**src/rtl/sram_axi_mux.sv**
```systemverilog
// sram_axi_mux: round-robin N-port SRAM-like to AXI3 bridge. Each port has at most one
// single-beat transaction outstanding; responses are routed back by AXI ID.
module sram_axi_mux #(
    parameter int unsigned N_PORTS = 2,
    parameter int unsigned ID_W    = 4
) (
    input  logic                   i_aclk,
    input  logic                   i_aresetn,

    input  logic [N_PORTS-1:0]     i_req,
    input  logic [N_PORTS-1:0]     i_wr,
    input  logic [2*N_PORTS-1:0]   i_size,
    input  logic [4*N_PORTS-1:0]   i_wstrb,
    input  logic [32*N_PORTS-1:0]  i_addr,
    input  logic [32*N_PORTS-1:0]  i_wdata,
    output logic [N_PORTS-1:0]     o_addr_ok,
    output logic [N_PORTS-1:0]     o_data_ok,
    output logic [32*N_PORTS-1:0]  o_rdata,
    output logic [N_PORTS-1:0]     o_resp_err,

    output logic [ID_W-1:0]        o_arid,
    output logic [31:0]            o_araddr,
    output logic [7:0]             o_arlen,
    output logic [2:0]             o_arsize,
    output logic [1:0]             o_arburst,
    output logic [1:0]             o_arlock,
    output logic [3:0]             o_arcache,
    output logic [2:0]             o_arprot,
    output logic                   o_arvalid,
    input  logic                   i_arready,

    input  logic [ID_W-1:0]        i_rid,
    input  logic [31:0]            i_rdata_axi,
    input  logic [1:0]             i_rresp,
    input  logic                   i_rlast,
    input  logic                   i_rvalid,
    output logic                   o_rready,

    output logic [ID_W-1:0]        o_awid,
    output logic [31:0]            o_awaddr,
    output logic [7:0]             o_awlen,
    output logic [2:0]             o_awsize,
    output logic [1:0]             o_awburst,
    output logic [1:0]             o_awlock,
    output logic [3:0]             o_awcache,
    output logic [2:0]             o_awprot,
    output logic                   o_awvalid,
    input  logic                   i_awready,

    output logic [ID_W-1:0]        o_wid,
    output logic [31:0]            o_wdata_axi,
    output logic [3:0]             o_wstrb_axi,
    output logic                   o_wlast,
    output logic                   o_wvalid,
    input  logic                   i_wready,

    input  logic [ID_W-1:0]        i_bid,
    input  logic [1:0]             i_bresp,
    input  logic                   i_bvalid,
    output logic                   o_bready
);

    localparam int unsigned PW = (N_PORTS > 1) ? $clog2(N_PORTS) : 1;

    logic [N_PORTS-1:0]            r_busy;
    logic [N_PORTS-1:0]            r_port_wr;
    logic [PW-1:0]                 r_rr_ptr;
    logic [N_PORTS-1:0]            r_data_ok;
    logic [N_PORTS-1:0]            r_resp_err;
    logic [N_PORTS-1:0][31:0]      r_rdata;

    logic                          r_iss_vld;
    logic [ID_W-1:0]               r_iss_port;
    logic [31:0]                   r_iss_addr;
    logic [1:0]                    r_iss_size;
    logic [3:0]                    r_iss_wstrb;
    logic [31:0]                   r_iss_wdata;
    logic                          r_arvalid;
    logic                          r_awvalid;
    logic                          r_wvalid;

    logic                          w_gnt_vld;
    logic [PW-1:0]                 w_gnt_idx;
    logic [PW-1:0]                 w_cand;
    logic [PW:0]                   w_sum;
    logic [N_PORTS-1:0]            w_gnt_oh;
    logic [PW-1:0]                 w_ptr_next;

    logic                          w_sel_wr;
    logic [1:0]                    w_sel_size;
    logic [3:0]                    w_sel_wstrb;
    logic [31:0]                   w_sel_addr;
    logic [31:0]                   w_sel_wdata;

    logic [N_PORTS-1:0]            w_r_hit;
    logic [N_PORTS-1:0]            w_b_hit;
    logic                          w_ar_pend;
    logic                          w_aw_pend;
    logic                          w_w_pend;

    // First eligible port at or after the pointer, wrapping modulo N_PORTS.
    always_comb begin
        w_gnt_vld = 1'b0;
        w_gnt_idx = '0;
        w_sum     = '0;
        w_cand    = '0;
        if (i_aresetn && !r_iss_vld) begin
            for (int k = 0; k < int'(N_PORTS); k++) begin
                w_sum = {1'b0, r_rr_ptr} + (PW+1)'(k);
                if (w_sum >= (PW+1)'(N_PORTS)) begin
                    w_sum = w_sum - (PW+1)'(N_PORTS);
                end
                w_cand = w_sum[PW-1:0];
                if (!w_gnt_vld && i_req[w_cand] && !r_busy[w_cand]) begin
                    w_gnt_vld = 1'b1;
                    w_gnt_idx = w_cand;
                end
            end
        end
    end

    always_comb begin
        w_gnt_oh = '0;
        if (w_gnt_vld) begin
            w_gnt_oh[w_gnt_idx] = 1'b1;
        end
    end

    assign w_ptr_next = (w_gnt_idx == PW'(N_PORTS - 1)) ? '0 : w_gnt_idx + PW'(1);

    always_comb begin
        w_sel_wr    = 1'b0;
        w_sel_size  = '0;
        w_sel_wstrb = '0;
        w_sel_addr  = '0;
        w_sel_wdata = '0;
        for (int i = 0; i < int'(N_PORTS); i++) begin
            if (w_gnt_oh[i]) begin
                w_sel_wr    = i_wr[i];
                w_sel_size  = i_size[2*i +: 2];
                w_sel_wstrb = i_wstrb[4*i +: 4];
                w_sel_addr  = i_addr[32*i +: 32];
                w_sel_wdata = i_wdata[32*i +: 32];
            end
        end
    end

    // A response counts only for a busy port whose outstanding transaction is of that type.
    always_comb begin
        w_r_hit = '0;
        w_b_hit = '0;
        for (int i = 0; i < int'(N_PORTS); i++) begin
            if (i_rvalid && i_rlast && (i_rid == ID_W'(i)) && r_busy[i] && !r_port_wr[i]) begin
                w_r_hit[i] = 1'b1;
            end
            if (i_bvalid && (i_bid == ID_W'(i)) && r_busy[i] && r_port_wr[i]) begin
                w_b_hit[i] = 1'b1;
            end
        end
    end

    assign w_ar_pend = r_arvalid && !i_arready;
    assign w_aw_pend = r_awvalid && !i_awready;
    assign w_w_pend  = r_wvalid  && !i_wready;

    always_ff @(posedge i_aclk or negedge i_aresetn) begin
        if (!i_aresetn) begin
            r_busy      <= '0;
            r_port_wr   <= '0;
            r_rr_ptr    <= '0;
            r_data_ok   <= '0;
            r_resp_err  <= '0;
            r_rdata     <= '0;
            r_iss_vld   <= 1'b0;
            r_iss_port  <= '0;
            r_iss_addr  <= '0;
            r_iss_size  <= '0;
            r_iss_wstrb <= '0;
            r_iss_wdata <= '0;
            r_arvalid   <= 1'b0;
            r_awvalid   <= 1'b0;
            r_wvalid    <= 1'b0;
        end else begin
            r_data_ok <= w_r_hit | w_b_hit;
            r_busy    <= (r_busy & ~(w_r_hit | w_b_hit)) | w_gnt_oh;
            for (int i = 0; i < int'(N_PORTS); i++) begin
                if (w_r_hit[i]) begin
                    r_rdata[i]    <= i_rdata_axi;
                    r_resp_err[i] <= (i_rresp != 2'b00);
                end else if (w_b_hit[i]) begin
                    r_resp_err[i] <= (i_bresp != 2'b00);
                end else begin
                    r_resp_err[i] <= 1'b0;
                end
            end

            if (w_gnt_vld) begin
                r_port_wr[w_gnt_idx] <= w_sel_wr;
                r_rr_ptr    <= w_ptr_next;
                r_iss_vld   <= 1'b1;
                r_iss_port  <= ID_W'(w_gnt_idx);
                r_iss_addr  <= w_sel_addr;
                r_iss_size  <= w_sel_size;
                r_iss_wstrb <= w_sel_wstrb;
                r_iss_wdata <= w_sel_wdata;
                r_arvalid   <= !w_sel_wr;
                r_awvalid   <= w_sel_wr;
                r_wvalid    <= w_sel_wr;
            end else if (r_iss_vld) begin
                r_arvalid <= w_ar_pend;
                r_awvalid <= w_aw_pend;
                r_wvalid  <= w_w_pend;
                r_iss_vld <= w_ar_pend | w_aw_pend | w_w_pend;
            end
        end
    end

    assign o_addr_ok   = w_gnt_oh;
    assign o_data_ok   = r_data_ok;
    assign o_rdata     = r_rdata;
    assign o_resp_err  = r_resp_err;

    assign o_arid      = r_iss_port;
    assign o_araddr    = r_iss_addr;
    assign o_arlen     = 8'd0;
    assign o_arsize    = {1'b0, r_iss_size};
    assign o_arburst   = 2'b01;
    assign o_arlock    = 2'b00;
    assign o_arcache   = 4'b0000;
    assign o_arprot    = 3'b000;
    assign o_arvalid   = r_arvalid;
    assign o_rready    = i_aresetn;

    assign o_awid      = r_iss_port;
    assign o_awaddr    = r_iss_addr;
    assign o_awlen     = 8'd0;
    assign o_awsize    = {1'b0, r_iss_size};
    assign o_awburst   = 2'b01;
    assign o_awlock    = 2'b00;
    assign o_awcache   = 4'b0000;
    assign o_awprot    = 3'b000;
    assign o_awvalid   = r_awvalid;

    assign o_wid       = r_iss_port;
    assign o_wdata_axi = r_iss_wdata;
    assign o_wstrb_axi = r_iss_wstrb;
    assign o_wlast     = 1'b1;
    assign o_wvalid    = r_wvalid;
    assign o_bready    = i_aresetn;

endmodule

```
**config.mk**
```make
export PLATFORM = sky130hd
export DESIGN_NAME = sram_axi_mux
export DESIGN_NICKNAME = d
export VERILOG_FILES = /design/src/rtl/sram_axi_mux.sv
export SDC_FILE = /design/constraint.sdc
export NUM_CORES = 1
export LEC_CHECK = 0
export BUFFER_PORTS_ARGS = -buffer_cell sky130_fd_sc_hd__buf_2
export CAP_MARGIN = 20
export CORE_AREA = 2 2 166 168
export DETAILED_ROUTE_END_ITERATION = 16
export DIE_AREA = 0 0 168 170
export GPL_ROUTABILITY_DRIVEN = 1
export HOLD_SLACK_MARGIN = 0.06
export PLACE_DENSITY = 0.61
export REMOVE_ABC_BUFFERS = 1
export SKIP_CTS_REPAIR_TIMING = 1
export SLEW_MARGIN = 30
export SYNTH_ARGS = -nofsm -noshare
export SYNTH_HDL_FRONTEND = slang
export SYNTH_SLANG_ARGS = --single-unit
```
**constraint.sdc**
```tcl
create_clock -name i_aclk -period 2.6 [get_ports i_aclk]
set_input_delay 0 -clock i_aclk [delete_from_list [all_inputs] [get_ports i_aclk]]
set_output_delay 0 -clock i_aclk [all_outputs]
set_load 0.03 [all_outputs]
```
==> results.toml <==
[outcome]
outcome = "finished, final reports clean"

[clock_tree]
cts_tree = "built"
cts.sinks = 148
clkSlewWorstSetupHoldPaths_ps = 70
root_buffer = "clkbuf_16"
numCtsBuffers = 17
clk_path_buf_depth = 2
cts_max_level = 4
clock_latency_ps = 420

[detailed_routing]
wl_um = 24600
vias = 6307
drc = 0
ant_nets = 0
drtIter0Drc = 707
drt-pass1-iter-count = 9
via_per_inst = 4.52
routedWlPerCell_um = 17.6

[grt]
grt_first_pass_wirelength_um = 31100
antenna_found_initial = 2
gr-usage-met2 = 0.243
grt_busiest_layer = "met2"
grtUsageMet1 = 0.178
grt_max_degree = 75
use_met3 = 0.0460
grt-ovfl-total = 0
grt_pass1_vias = 5233
grt.total_usage = 0.144

[pwr]
internal-power_uw = 6850
p_clk_frac = 0.197
p_leak_uw = 0.00596
p_sw_uw = 5500
pwr-share-comb = 0.497
total_power_uw = 12300
p_per_area_nw_per_um2 = 1150
vdd_drop_max_mv = 0.496
seqPwrFrac = 0.305
switching_share = 0.445

[synthesis]
synth_edf_count = 0
ys_seq_area_frac = 0.565
syn_inst = 520
synthFlopType = "dfrtp_1"
syn_area_um2 = 6550
ys_ff_latch = 148
yosys_warnings = 0
synthArstFlopShare = 1.00
synth.distinct_cells = 33
syn_area_per_cell_um2 = 12.6

[run]
max_cap_violations = 0

[sta]
finalHoldViolCount = 0
clock_skew_ps = 10.2
setup_viol = 0
finalCriticalPeriod_ps = 2580
tightest_slew_ps = 805
fin_crit_sh = 0.991
max_freq_mhz = 388
slew_violations = 0
max-slew-margin-rel = 0.463

[hold_path]
min_path_type = "input pin to async pin"

[cells_and_area]
fin_nets = 1239
drive_gt1_frac = 0.466
diodes = 0
final_cell_area_um2 = 10800
n_fill_cell = 2529
area_delta_synth_final_pct = 64.6

[worst_setup_path]
crit_arrival_ps = 2890
crit_required_ps = 2910
setup.worst_path.class = "register to register"
endpoint_kind = "register"
start_kind = "register"
path_max_fanout = 46

[floorplan]
rows = 60
coreArea_um2 = 26700
die_area_um2 = 28600
start_util = 0.246
die_w_um = 168
dieHeight_um = 170
ios = 428

[placement]
place_hpwl_um = 15900
io_buffers = 377
place.gp.congestion = 0.799
placed_cell_area_um2 = 8330
==> state kept, by name, summed over array words and instances, names as in the netlist, 2 cells and up <==
signal,flops
o_araddr,32
o_data_ok,2
o_rdata,64
o_resp_err,2
o_wdata_axi,32
o_wstrb_axi,4
r_busy,2
r_iss_size,2
r_port_wr,2
==> per-layer routing <==
metal / up-vias / share of wire
met2: 369 / 0.50
met5: - / 0.00053
met1: 3107 / 0.40
met3: 30 / 0.082
li1: 2799 / -
met4: 2 / 0.014
==> cells by family after synthesis <==
| family | count (synthesis) | synth area share |
|---|---|---|
| AO/OA/AOI/OAI | 85 | 0.123 |
| AND/OR/NAND/NOR | 28 | 0.0279 |
| flip-flops | 148 | 0.565 |
| other | 2 | 0.00115 |
| multiplexers | 66 | 0.113 |
| buffers and inverters | 191 | 0.169 |
==> worst max-delay path, stage by stage, from the launching register on <==
cell           delay (ps)
dfrtp_1               440
or3b_1                410
and3_4                310
buf_12                240
a222oi_1              380
dlygate4sd3_1         620
inv_1                  40
==> cells in the mapped netlist, types with 4 or more instances <==
cell / instances / area [um2]
clkbuf_1: 9 / 33.8
inv_1: 73 / 274
a222oi_1: 70 / 701
a21oi_1: 4 / 20.0
buf_2: 8 / 40.0
dfrtp_1: 148 / 3700
buf_4: 88 / 661
buf_6: 7 / 78.8
mux2_2: 66 / 743
buf_1: 6 / 22.5
nor2_1: 4 / 15.0
==> through the flow <==
step / setup slack, ps / hold WS, ps / std cells / TNS [ps] / util
6_report: 23.1 / 122 / 1396 / 0 / 0.405
5_1_grt: -49.6 / 140 / 1396 / -146 / 0.405
4_1_cts: 285 / -561 / 1208 / 0 / 0.334
3_5_place_dp: 653 / -107 / 1177 / 0 / 0.312
3_3_place_gp: 719 / -106 / 1177 / 0 / 0.312
2_1_floorplan: -2180 / -296 / 450 / -150260 / -
==> cells in the final DEF, fill, tap and decap left out, types with 2 or more instances in the layout <==
master	count
buf_2	376
dlygate4sd3_1	187
dfrtp_1	148
inv_1	73
a222oi_1	70
mux2_2	66
conb_1	50
clkbuf_16	17
buf_4	7
inv_6	6
nor2_1	4
a21oi_1	4
clkinvlp_4	4
nor2b_1	3
nand2_1	3
nand2b_1	3
buf_12	3
nand4b_1	2
a31o_2	2
nand4_1	2
nand3_1	2
o22ai_1	2
a22oi_1	2
inv_8	2
==> power by group through the flow <==
stage          clock [uW]  combinational (uW)  sequential, uW
4_1_cts              2530                5180            3750
2_1_floorplan           0                1210            5850
6_report             2440                6140            3770
3_3_place_gp            0                5100            3770
3_5_place_dp            0                5160            3780
5_1_grt              2640                6480            3870
==> final timing paths <==
path                                     end  slack [ps]  cells after the start        start
worst max-delay path             o_araddr[1]          20                      6    r_busy[0]
worst min-delay path             o_rdata[23]         120                      3    i_aresetn
worst max register to register   o_araddr[1]          20                      6    r_busy[0]
worst min register to register   o_rdata[15]         500                      1  o_rdata[15]
max in group asynchronous       o_araddr[21]        1210                      4    i_aresetn
min in group i_aclk                o_arvalid         130                      4     i_req[1]
==> final cells by class <==
cell class                 instances  area, um2  share of cell area
tap                              341        427              0.0396
inverter                          73        274              0.0254
clock inverter                    14        140              0.0130
clock buffer                      17        425              0.0395
sequential                       148       3700               0.343
timing repair buffer             574       3880               0.360
multi-input combinational        229       1940               0.180
No activity file was read; power rests on OpenSTA's default activity.
